`src/rtl/bus_arbiter_if.sv`:
```
// ---------------------------------------------------------------------------
// bus_arbiter_if
// Request/grant bundle between the MERC-16 bus requesters and the arbiter.
// The master modport is the requester side, the slave modport is the arbiter.
// ---------------------------------------------------------------------------
interface bus_arbiter_if #(
    parameter int N = 2
) ();
    localparam int M = 2**N;

    logic [M-1:0] Req;       // bit i = requester i wants the bus
    logic         Done;      // current owner releases the bus this cycle
    logic [M-1:0] Grant;     // one-hot grant, zero when no owner
    logic [N-1:0] GrantIdx;  // index of current owner, zero when no owner
    logic         Valid;     // high while a grant is held
    logic         Timeout;   // one-cycle pulse on a forced release

    modport master (
        output Req,
        output Done,
        input  Grant,
        input  GrantIdx,
        input  Valid,
        input  Timeout
    );

    modport slave (
        input  Req,
        input  Done,
        output Grant,
        output GrantIdx,
        output Valid,
        output Timeout
    );
endinterface : bus_arbiter_if

```
`src/rtl/bus_arbiter.sv`:
```
// ---------------------------------------------------------------------------
// bus_arbiter
// Round-robin arbiter for the MERC-16 memory/peripheral bus. A grant is held
// until the owner raises Done or drops its request; the search pointer then
// moves one past the old owner, so every requester gets a turn. One IDLE
// cycle always separates consecutive grants. All outputs are registered.
//
// Optional build macro ARB_TIMEOUT_EN: adds a hold counter that force-releases
// a grant after TIMEOUT cycles and pulses Timeout on that release. Without the
// macro there is no counter, Timeout is tied low and grants are unbounded.
//
// M must equal 2**N: the rotating search relies on the N-bit index wrapping.
// The interface instance must be built with the same N as this module.
// ---------------------------------------------------------------------------
module bus_arbiter #(
    parameter int N       = 2,
    parameter int M       = 2**N,
    parameter int TIMEOUT = 16
) (
    input  logic         Clk,
    input  logic         Reset,   // synchronous, active low
    bus_arbiter_if.slave bus
);

    typedef enum logic {
        IDLE  = 1'b0,
        GRANT = 1'b1
    } state_e;

    state_e       state_q,     state_d;
    logic [N-1:0] pointer_q,   pointer_d;
    logic [M-1:0] grant_q,     grant_d;
    logic [N-1:0] grant_idx_q, grant_idx_d;
    logic         valid_q,     valid_d;

    // Arbitration result for the current cycle
    logic [N-1:0] sel;
    logic         found;
    logic [N-1:0] cand;

    // Owner gives the bus back: explicit Done or its request went away.
    // Both at once are one release.
    logic         release_req;

`ifdef ARB_TIMEOUT_EN
    localparam int CW = $clog2(TIMEOUT) + 1;

    logic [CW-1:0] cnt_q,     cnt_d;
    logic          timeout_q, timeout_d;
    logic          hold_expired;
`endif

    // Rotating priority search: first set request at Pointer, Pointer+1, ...
    always_comb begin
        // NOTE: every combinational output gets a default first so no path
        // leaves it unassigned, which would otherwise infer a latch.
        sel   = '0;
        found = 1'b0;
        cand  = '0;
        // Walk from the farthest offset down so the nearest match wins last.
        for (int i = M - 1; i >= 0; i--) begin
            cand = pointer_q + N'(i);
            if (bus.Req[cand]) begin
                sel   = cand;
                found = 1'b1;
            end
        end
    end

    assign release_req = bus.Done | ~bus.Req[grant_idx_q];

`ifdef ARB_TIMEOUT_EN
    assign hold_expired = (cnt_q == CW'(TIMEOUT - 1));
`endif

    // Next-state and next-output computation for the IDLE/GRANT machine
    always_comb begin
        state_d     = state_q;
        pointer_d   = pointer_q;
        grant_d     = grant_q;
        grant_idx_d = grant_idx_q;
        valid_d     = valid_q;
`ifdef ARB_TIMEOUT_EN
        cnt_d       = cnt_q;
        timeout_d   = 1'b0;
`endif

        unique case (state_q)
            IDLE: begin
                // Done is meaningless without an owner and is ignored here.
                if (found) begin
                    state_d     = GRANT;
                    grant_idx_d = sel;
                    grant_d     = M'(1) << sel;
                    valid_d     = 1'b1;
`ifdef ARB_TIMEOUT_EN
                    cnt_d       = '0;
`endif
                end
            end

            GRANT: begin
`ifdef ARB_TIMEOUT_EN
                if (release_req || hold_expired) begin
                    // A normal release wins over an expiry in the same cycle.
                    timeout_d = ~release_req;
`else
                if (release_req) begin
`endif
                    state_d     = IDLE;
                    grant_d     = '0;
                    grant_idx_d = '0;
                    valid_d     = 1'b0;
                    pointer_d   = grant_idx_q + N'(1);
                end
`ifdef ARB_TIMEOUT_EN
                else begin
                    cnt_d = cnt_q + CW'(1);
                end
`endif
            end

            default: begin
                state_d = IDLE;
            end
        endcase
    end

    // State and output registers with synchronous active-low reset
    always_ff @(posedge Clk) begin
        // NOTE: sequential state uses non-blocking assignments so every flop
        // samples the pre-edge values regardless of statement order.
        if (!Reset) begin
            state_q     <= IDLE;
            pointer_q   <= '0;
            grant_q     <= '0;
            grant_idx_q <= '0;
            valid_q     <= 1'b0;
`ifdef ARB_TIMEOUT_EN
            cnt_q       <= '0;
            timeout_q   <= 1'b0;
`endif
        end else begin
            state_q     <= state_d;
            pointer_q   <= pointer_d;
            grant_q     <= grant_d;
            grant_idx_q <= grant_idx_d;
            valid_q     <= valid_d;
`ifdef ARB_TIMEOUT_EN
            cnt_q       <= cnt_d;
            timeout_q   <= timeout_d;
`endif
        end
    end

    assign bus.Grant    = grant_q;
    assign bus.GrantIdx = grant_idx_q;
    assign bus.Valid    = valid_q;
`ifdef ARB_TIMEOUT_EN
    assign bus.Timeout  = timeout_q;
`else
    assign bus.Timeout  = 1'b0;
`endif

endmodule : bus_arbiter

```
`src/flat_wrapper.sv`:
```
// flat-port wrapper written by rule: the top's interface ports become plain ports
module bus_arbiter_flat 
#(
    parameter int N       = 2,
    parameter int M       = 2**N,
    parameter int TIMEOUT = 16
)
  (Clk, Reset, bus_Req, bus_Done, bus_Grant, bus_GrantIdx, bus_Valid, bus_Timeout);
  bus_arbiter_if #(.N(N)) bus_i ();
  input  logic Clk;
  input  logic Reset;
  input wire logic [$bits(bus_i.Req)-1:0] bus_Req;
  input wire logic [$bits(bus_i.Done)-1:0] bus_Done;
  output wire logic [$bits(bus_i.Grant)-1:0] bus_Grant;
  output wire logic [$bits(bus_i.GrantIdx)-1:0] bus_GrantIdx;
  output wire logic [$bits(bus_i.Valid)-1:0] bus_Valid;
  output wire logic [$bits(bus_i.Timeout)-1:0] bus_Timeout;
  assign bus_i.Req = bus_Req;
  assign bus_i.Done = bus_Done;
  assign bus_Grant = bus_i.Grant;
  assign bus_GrantIdx = bus_i.GrantIdx;
  assign bus_Valid = bus_i.Valid;
  assign bus_Timeout = bus_i.Timeout;
  bus_arbiter #(.N(N), .M(M), .TIMEOUT(TIMEOUT)) u_core (.Clk(Clk), .Reset(Reset), .bus(bus_i));
endmodule
```
`config.mk`:
```
export PLATFORM = sky130hd
export DESIGN_NAME = bus_arbiter_flat
export DESIGN_NICKNAME = d
export VERILOG_FILES = /design/src/rtl/bus_arbiter_if.sv /design/src/rtl/bus_arbiter.sv /design/src/flat_wrapper.sv
export SDC_FILE = /design/constraint.sdc
export NUM_CORES = 1
export LEC_CHECK = 0
export CELL_PAD_IN_SITES_DETAIL_PLACEMENT = 1
export CELL_PAD_IN_SITES_GLOBAL_PLACEMENT = 2
export CORE_ASPECT_RATIO = 1.2
export CORE_UTILIZATION = 23
export DETAILED_ROUTE_END_ITERATION = 8
export PLACE_DENSITY_LB_ADDON = 0.1
export SKIP_LAST_GASP = 1
export SYNTH_ARGS = -nofsm -noshare
export SYNTH_HDL_FRONTEND = slang
export SYNTH_SLANG_ARGS = --single-unit
```
`constraint.sdc`:
```
create_clock -name Clk -period 1.6 [get_ports Clk]
set_clock_uncertainty 0.15 [all_clocks]
set_input_delay 0.32 -clock Clk [delete_from_list [all_inputs] [get_ports Clk]]
set_output_delay 0.32 -clock Clk [all_outputs]
set_load 0.02 [all_outputs]
```
==> results of run 1 <==
[stage by stage]
step	util (%)	instances	total power [W]	area, µm²
global placement	35.9	111	0.000519	768
global route	39.7	118	0.000812	850
detailed placement	35.9	111	0.000520	768
finish	39.7	118	0.000757	850
floorplan	-	60	0.000416	543
CTS	37.7	116	0.000745	807
[placed cells by master, fill, tap and decap left out]
cell,count
a21oi_1,5
a32o_2,4
inv_1,3
o221ai_2,1
dlymetal6s2s_1,1
clkbuf_2,3
and2_2,1
a22o_1,2
o22ai_1,1
dlygate4sd2_1,8
and3b_2,1
dfxtp_1,8
o21ai_1,1
o21a_1,1
conb_1,1
dfxtp_4,2
nor3_1,2
nor2_1,7
clkbuf_8,1
nor2b_1,1
mux2i_1,1
o21ai_0,1
or2_1,1
or3_1,1
nor4_2,1
nand2b_4,1
nand2b_1,1
mux2i_4,2
buf_4,16
nand2_1,2
clkbuf_4,3
o221a_2,2
clkdlybuf4s50_1,1
o22a_1,1
[cells in the mapped netlist, types with 2 or more instances]
cell / number
buf_6: 2
nand2_1: 2
inv_1: 3
a22o_1: 2
nor2_1: 7
o21ai_0: 2
nor3_1: 2
o221a_2: 2
nand2b_1: 2
mux2i_1: 3
a32o_2: 4
a21oi_1: 5
dfxtp_1: 10
[state kept, by name (all words and copies together), names as in the netlist]
signal,flops
u_core.bus.Grant,4
u_core.pointer_q,2
u_core.bus.GrantIdx,2
u_core.state_q,1
u_core.bus.Valid,1
[logic make-up after synthesis]
| family | Yosys count | share of synthesized area, % |
|---|---|---|
| AOI/OAI and AO/OA | 19 | 28.1 |
| and+or+nand+nor | 19 | 19.0 |
| DFF | 10 | 37.1 |
| buffers and inverters | 8 | 9.51 |
| muxes | 3 | 5.57 |
| other | 1 | 0.695 |
[layout make-up]
type / instances / share of cell area (%)
inverter: 3 / 1.33
sequential: 10 / 24.4
clock buffer: 4 / 4.27
tap: 30 / 4.42
multi-input combinational: 42 / 38.7
timing repair buffer: 29 / 26.8
[worst max-delay path: stages (launching register included)]
cell,delay (ps)
dfxtp_4,420
mux2i_4,270
o221ai_2,130
and3b_2,260
a32o_2,220
[metal layers]
layer  wire [µm]  vias to the layer above
met5           0                        -
met4          36                        0
met1         673                      278
met2         826                       11
met3          57                        4
li1            -                      274
[power by group]
group          total, W  switching [W]  internal (W)
combinational  0.000230       0.000109      0.000121
sequential     0.000299      0.0000258      0.000273
clock          0.000228      0.0000903      0.000138
total          0.000757       0.000225      0.000533
[worst max-delay path by stage]
stage                                      start  slack (ps)                     end
after floorplan           u_core.bus.GrantIdx[0]          10  u_core.bus.GrantIdx[1]
after global placement                bus_Req[0]        -490  u_core.bus.GrantIdx[1]
after detailed placement              bus_Req[0]        -520     u_core.bus.Grant[1]
after CTS                               bus_Done           2     u_core.pointer_q[1]
after global routing      u_core.bus.GrantIdx[0]          -8  u_core.bus.GrantIdx[0]
final                     u_core.bus.GrantIdx[0]          50     u_core.bus.Grant[2]
[repair_timing]
| item | 4_1_cts | 5_1_grt |
|---|---|---|
| endpoints found under the hold margin | 0 | 0 |
| endpoints found under the setup margin | 17 | 8 |
| gates cloned | 0 | 0 |
| gates resized for setup | 14 | 15 |
| setup buffers | 1 | 2 |
| pin swaps | 2 | 7 |
==> impl_metrics.csv, run 1 <==
group,metric,value,unit
final_layout,antenna_cells,0,
yosys,ys_seq_area_share,37.1,%
timing,setup_viol,0,
setup_path,worstReg2RegEnd,"u_core.bus.Grant[2]",
flow_run,drv_cap,0,
setup_path,worst-r2r-cell-count,4,
yosys,syn_inst,60,
yosys,yosysWarnings,0,
clocking,cts_hold_buffers,0,
setup_path,start_kind,"flop",
setup_path,worstPathRequired,1600,ps
clocking,path_clk_slew,70,ps
grt,grt_pass1_wl,2350,µm
final_layout,multi_input_area,329,µm²
timing,timing.hold.ws,320,ps
yosys,ys_seq_elements,10,
timing,fin_ws,48.3,ps
routing,routed_wl,1590,µm
die,dieWidth,46.2,µm
hold_path,min_to,"u_core.bus.Grant[1]",
final_layout,drive_gt1_share,43.2,%
grt,globalRouteTotalUtil,13.6,%
timing,final_min_period_over_clock_period,97.0,%
routing,ant_nets,0,
grt,grt_pass1_vias,530,
die,core,2140,µm²
clocking,clock_latency,260,ps
routing,routed_via_density,4.81,
timing,hold_viol_final,0,
final_layout,nNetsFinal,96,
timing,period_needed,1550,ps
grt,grt_max_degree,8,
die,rows,18,
setup_path,path_max_fanout,7,
yosys,synth_edf_count,0,
setup_path,worstSetupEndpointType,"flop",
status,status,"finished clean",
routing,drtIter0Drc,4,
die,io_pins,15,
yosys,synth.area.top_cells,"dfxtp_1 (37%), a32o_2 (8.4%), mux2i_1 (5.6%)",
die,die_h,55.0,µm
yosys,synth_area,539,µm²
final_layout,ff_latch_area,208,µm²
clocking,cts_buffers,3,
placed_design,io_buffers,13,
timing,fmax,644,MHz
timing,drv_slew,0,
setup_path,worstSetupPathType,"reg2reg",
die,initial_core_util,25.2,%
grt,top_usage_layer,"met2",
clocking,cts_root_buffer,"clkbuf_4",
power,p_per_area,891,nW/µm²
yosys,netlist.area_leader.share,37.1,%
grt,grt_antenna_before_repair,0,
power,peakVddDrop,366,µV
placed_design,dp_hpwl,1150,µm
die,fp.dieArea,2540,µm²
grt,grt.overflow.total,0,
routing,wl_per_cell,13.5,µm
clocking,clk_path_buf_depth,2,
hold_path,holdPathStages,1,
placed_design,gp_congestion,0.695,
timing,setup_tns,0,ps
setup_path,arrival,1560,ps
yosys,yosysTopAreaCell,"dfxtp_1",
yosys,synth_cell_types,27,
yosys,syn-num-nets,67,
clocking,htreeDepth,1,
clocking,cts_tree,"yes",
setup_path,rr_startpoint,"u_core.bus.GrantIdx[0]",
routing,firstDrtPassIters,2,
final_layout,syn_to_final_growth,57.5,%
routing,vias,567,
power,leakage,0.412,nW
grt,grt_use_met2,21.6,%
setup_path,reg2reg_setup_slack,50,ps
yosys,syn_avg_cell_area,8.99,µm²
hold_path,worstHoldStart,"u_core.bus.Grant[1]",
hold_path,hold_path.class,"reg2reg",
grt,use_met3,4.22,%
clocking,cts_sinks,10,
routing,drcViolationCount,0,
grt,globalRouteMet1Util,16.0,%
final_layout,nFillCells,263,
placed_design,post-place-ws,-517,ps
yosys,synth_flop_cell,"dfxtp_1",
yosys,async_reset_ff_share,0,%
Note: power is estimated with default switching activity, not from simulation.
==> inputs of run 2 (changes only) <==
--- a/config.mk
+++ b/config.mk
@@ -8,7 +8,7 @@
 export CELL_PAD_IN_SITES_DETAIL_PLACEMENT = 1
 export CELL_PAD_IN_SITES_GLOBAL_PLACEMENT = 2
 export CORE_ASPECT_RATIO = 1.2
-export CORE_UTILIZATION = 23
+export CORE_UTILIZATION = 28
 export DETAILED_ROUTE_END_ITERATION = 8
 export PLACE_DENSITY_LB_ADDON = 0.1
 export SKIP_LAST_GASP = 1
==> constraint.sdc (replaced) <==
create_clock -name Clk -period 1.8 [get_ports Clk]
set_clock_uncertainty 0.15 [all_clocks]
set_input_delay 0.36 -clock Clk [delete_from_list [all_inputs] [get_ports Clk]]
set_output_delay 0.36 -clock Clk [all_outputs]
set_load 0.02 [all_outputs]
==> run 2 against run 1 <==
  * Combinational power is 18% lower
  * Sequential share of layout area grew 0.71 points
  * Via count shrank 3.7%
  * Worst setup slack improved by 29 ps
  * Critical path depth fell by 3
  * Power is 12% lower
  * Count of clock-buffer cells in the layout is the same
  * Utilization grew 4.1 points
  * First-iteration DRC count decreased by 75%
  * Critical endpoint is now bus_Valid
  * Largest cell class unchanged
==> impl_metrics.csv, run 2 (synthesis results as in run 1) <==
group,metric,value,unit
die,initial_core_util,29.5,%
final_layout,nFillCells,219,
setup_path,crit_slowest_cell,"clkdlybuf4s50_1",
clocking,cts_hold_buffers,0,
final_layout,largest_reg_flops,4,
timing,grt_setup_unrepaired,"no",
power,peakVddDrop,371,µV
setup_path,crit_family,"buffers and inverters",
clocking,cts_root_buffer,"clkbuf_4",
routing,routed_via_density,5.25,
setup_path,arrival,1210,ps
die,core,1830,µm²
timing,drv_slew,0,
placed_design,place_inst,97,
setup_path,crit_path_cell_trace,"clkdlybuf4s50_1",
final_layout,antenna_cells,0,
placed_design,dpl_cell_area,728,µm²
routing,vias,546,
setup_path,worstSetupPathType,"reg2out",
setup_path,worstSetupEndpointType,"output port",
grt,grt_antenna_before_repair,0,
grt,grt_max_degree,8,
clocking,cts_sinks,10,
timing,hold_viol_final,0,
routing,ant_nets,0,
die,rows,17,
power,p_total,0.000667,W
routing,routed_wl,1400,µm
final_layout,ff_latch_area,201,µm²
flow_run,drv_cap,0,
clocking,path_clk_slew,80,ps
setup_path,reg2reg_setup_slack,110,ps
final_layout,drive_gt1_share,30.6,%
final_layout,final_area,801,µm²
clocking,htreeDepth,1,
clocking,clock_latency,280,ps
die,fp.dieArea,2110,µm²
final_layout,multi_input_area,300,µm²
power,p_per_area,833,nW/µm²
clocking,clk_path_buf_depth,2,
timing,fmax,580,MHz
routing,drcViolationCount,0,
timing,final_min_period_over_clock_period,95.7,%
routing,wl_per_cell,13.5,µm
setup_path,slowest_delay,600,ps
timing,period_needed,1720,ps
final_layout,nNetsFinal,93,
final_layout,final_cell_mix,"buf_4 (13), dfxtp_1 (9), nor2_1 (7), clkdlybuf4s50_1 (7), a21oi_1 (5)",
timing,setup_viol,0,
setup_path,start_kind,"flop",
power,leakage,0.378,nW
placed_design,gp_congestion,0.739,
setup_path,worstPathRequired,1290,ps
clocking,cts_buffers,3,
die,io_pins,15,
routing,firstDrtPassIters,4,
grt,grt_pass1_vias,564,
die,die_h,50.1,µm
grt,grt_pass1_wl,2500,µm
grt,globalRouteTotalUtil,16.4,%
grt,grt.overflow.total,0,
final_layout,syn_to_final_growth,48.5,%
clocking,cts_tree,"yes",
die,dieWidth,42.1,µm
setup_path,path_max_fanout,2,
placed_design,io_buffers,13,
final_layout,stdcell_count,104,
final_layout,final_common_cell,"buf_4",
placed_design,dp_hpwl,1050,µm
hold_path,hold_path.class,"reg2reg",
setup_path,cp_num_buf_inv,1,
status,status,"finished clean",
routing,drtIter0Drc,1,
timing,timing.hold.ws,320,ps
-- run 2: where the power goes --
group	total, W	switching [W]	internal, W
sequential	0.000264	0.0000207	0.000243
clock	0.000214	0.0000908	0.000123
combinational	0.000189	0.0000878	0.000102
total	0.000667	0.000199	0.000468
-- run 2: repair_timing --
action,4_1_cts,5_1_grt
setup buffers,3,0
pin swaps,1,0
gates resized for setup,4,6
endpoints found under the setup margin,8,8
-- run 2: stage by stage --
stage	setup WS (ps)	TNS [ps]	util (%)
6_report	77.2	0	43.8
5_1_grt	17.6	0	43.8
4_1_cts	-1.43	-1.43	42.7
3_5_place_dp	-320	-2440	39.8
3_3_place_gp	-319	-2450	39.8
2_1_floorplan	74.2	0	-
-- run 2: area by class of cell --
type	instances	area share (%)
clock buffer	4	4.53
sequential	10	25.2
multi-input combinational	42	37.5
inverter	3	1.41
tap	19	2.97
timing repair buffer	26	28.4
-- run 2: final timing paths --
path | start | endpoint | depth (start not counted)
max | u_core.bus.Valid | bus_Valid | 1
min | u_core.bus.Grant[2] | u_core.bus.Grant[2] | 1
max reg2reg | u_core.pointer_q[1] | u_core.bus.Grant[0] | 4
min reg2reg | u_core.bus.Grant[2] | u_core.bus.Grant[2] | 1
-- run 2: metal layers --
| layer | global-route usage, % | vias to the layer above | wire, µm |
|---|---|---|---|
| li1 | - | 268 | - |
| met1 | 19.2 | 262 | 576 |
| met2 | 26.3 | 11 | 716 |
| met3 | 3.66 | 5 | 66 |
| met4 | 10.9 | 0 | 42 |
| met5 | 0 | - | 0 |
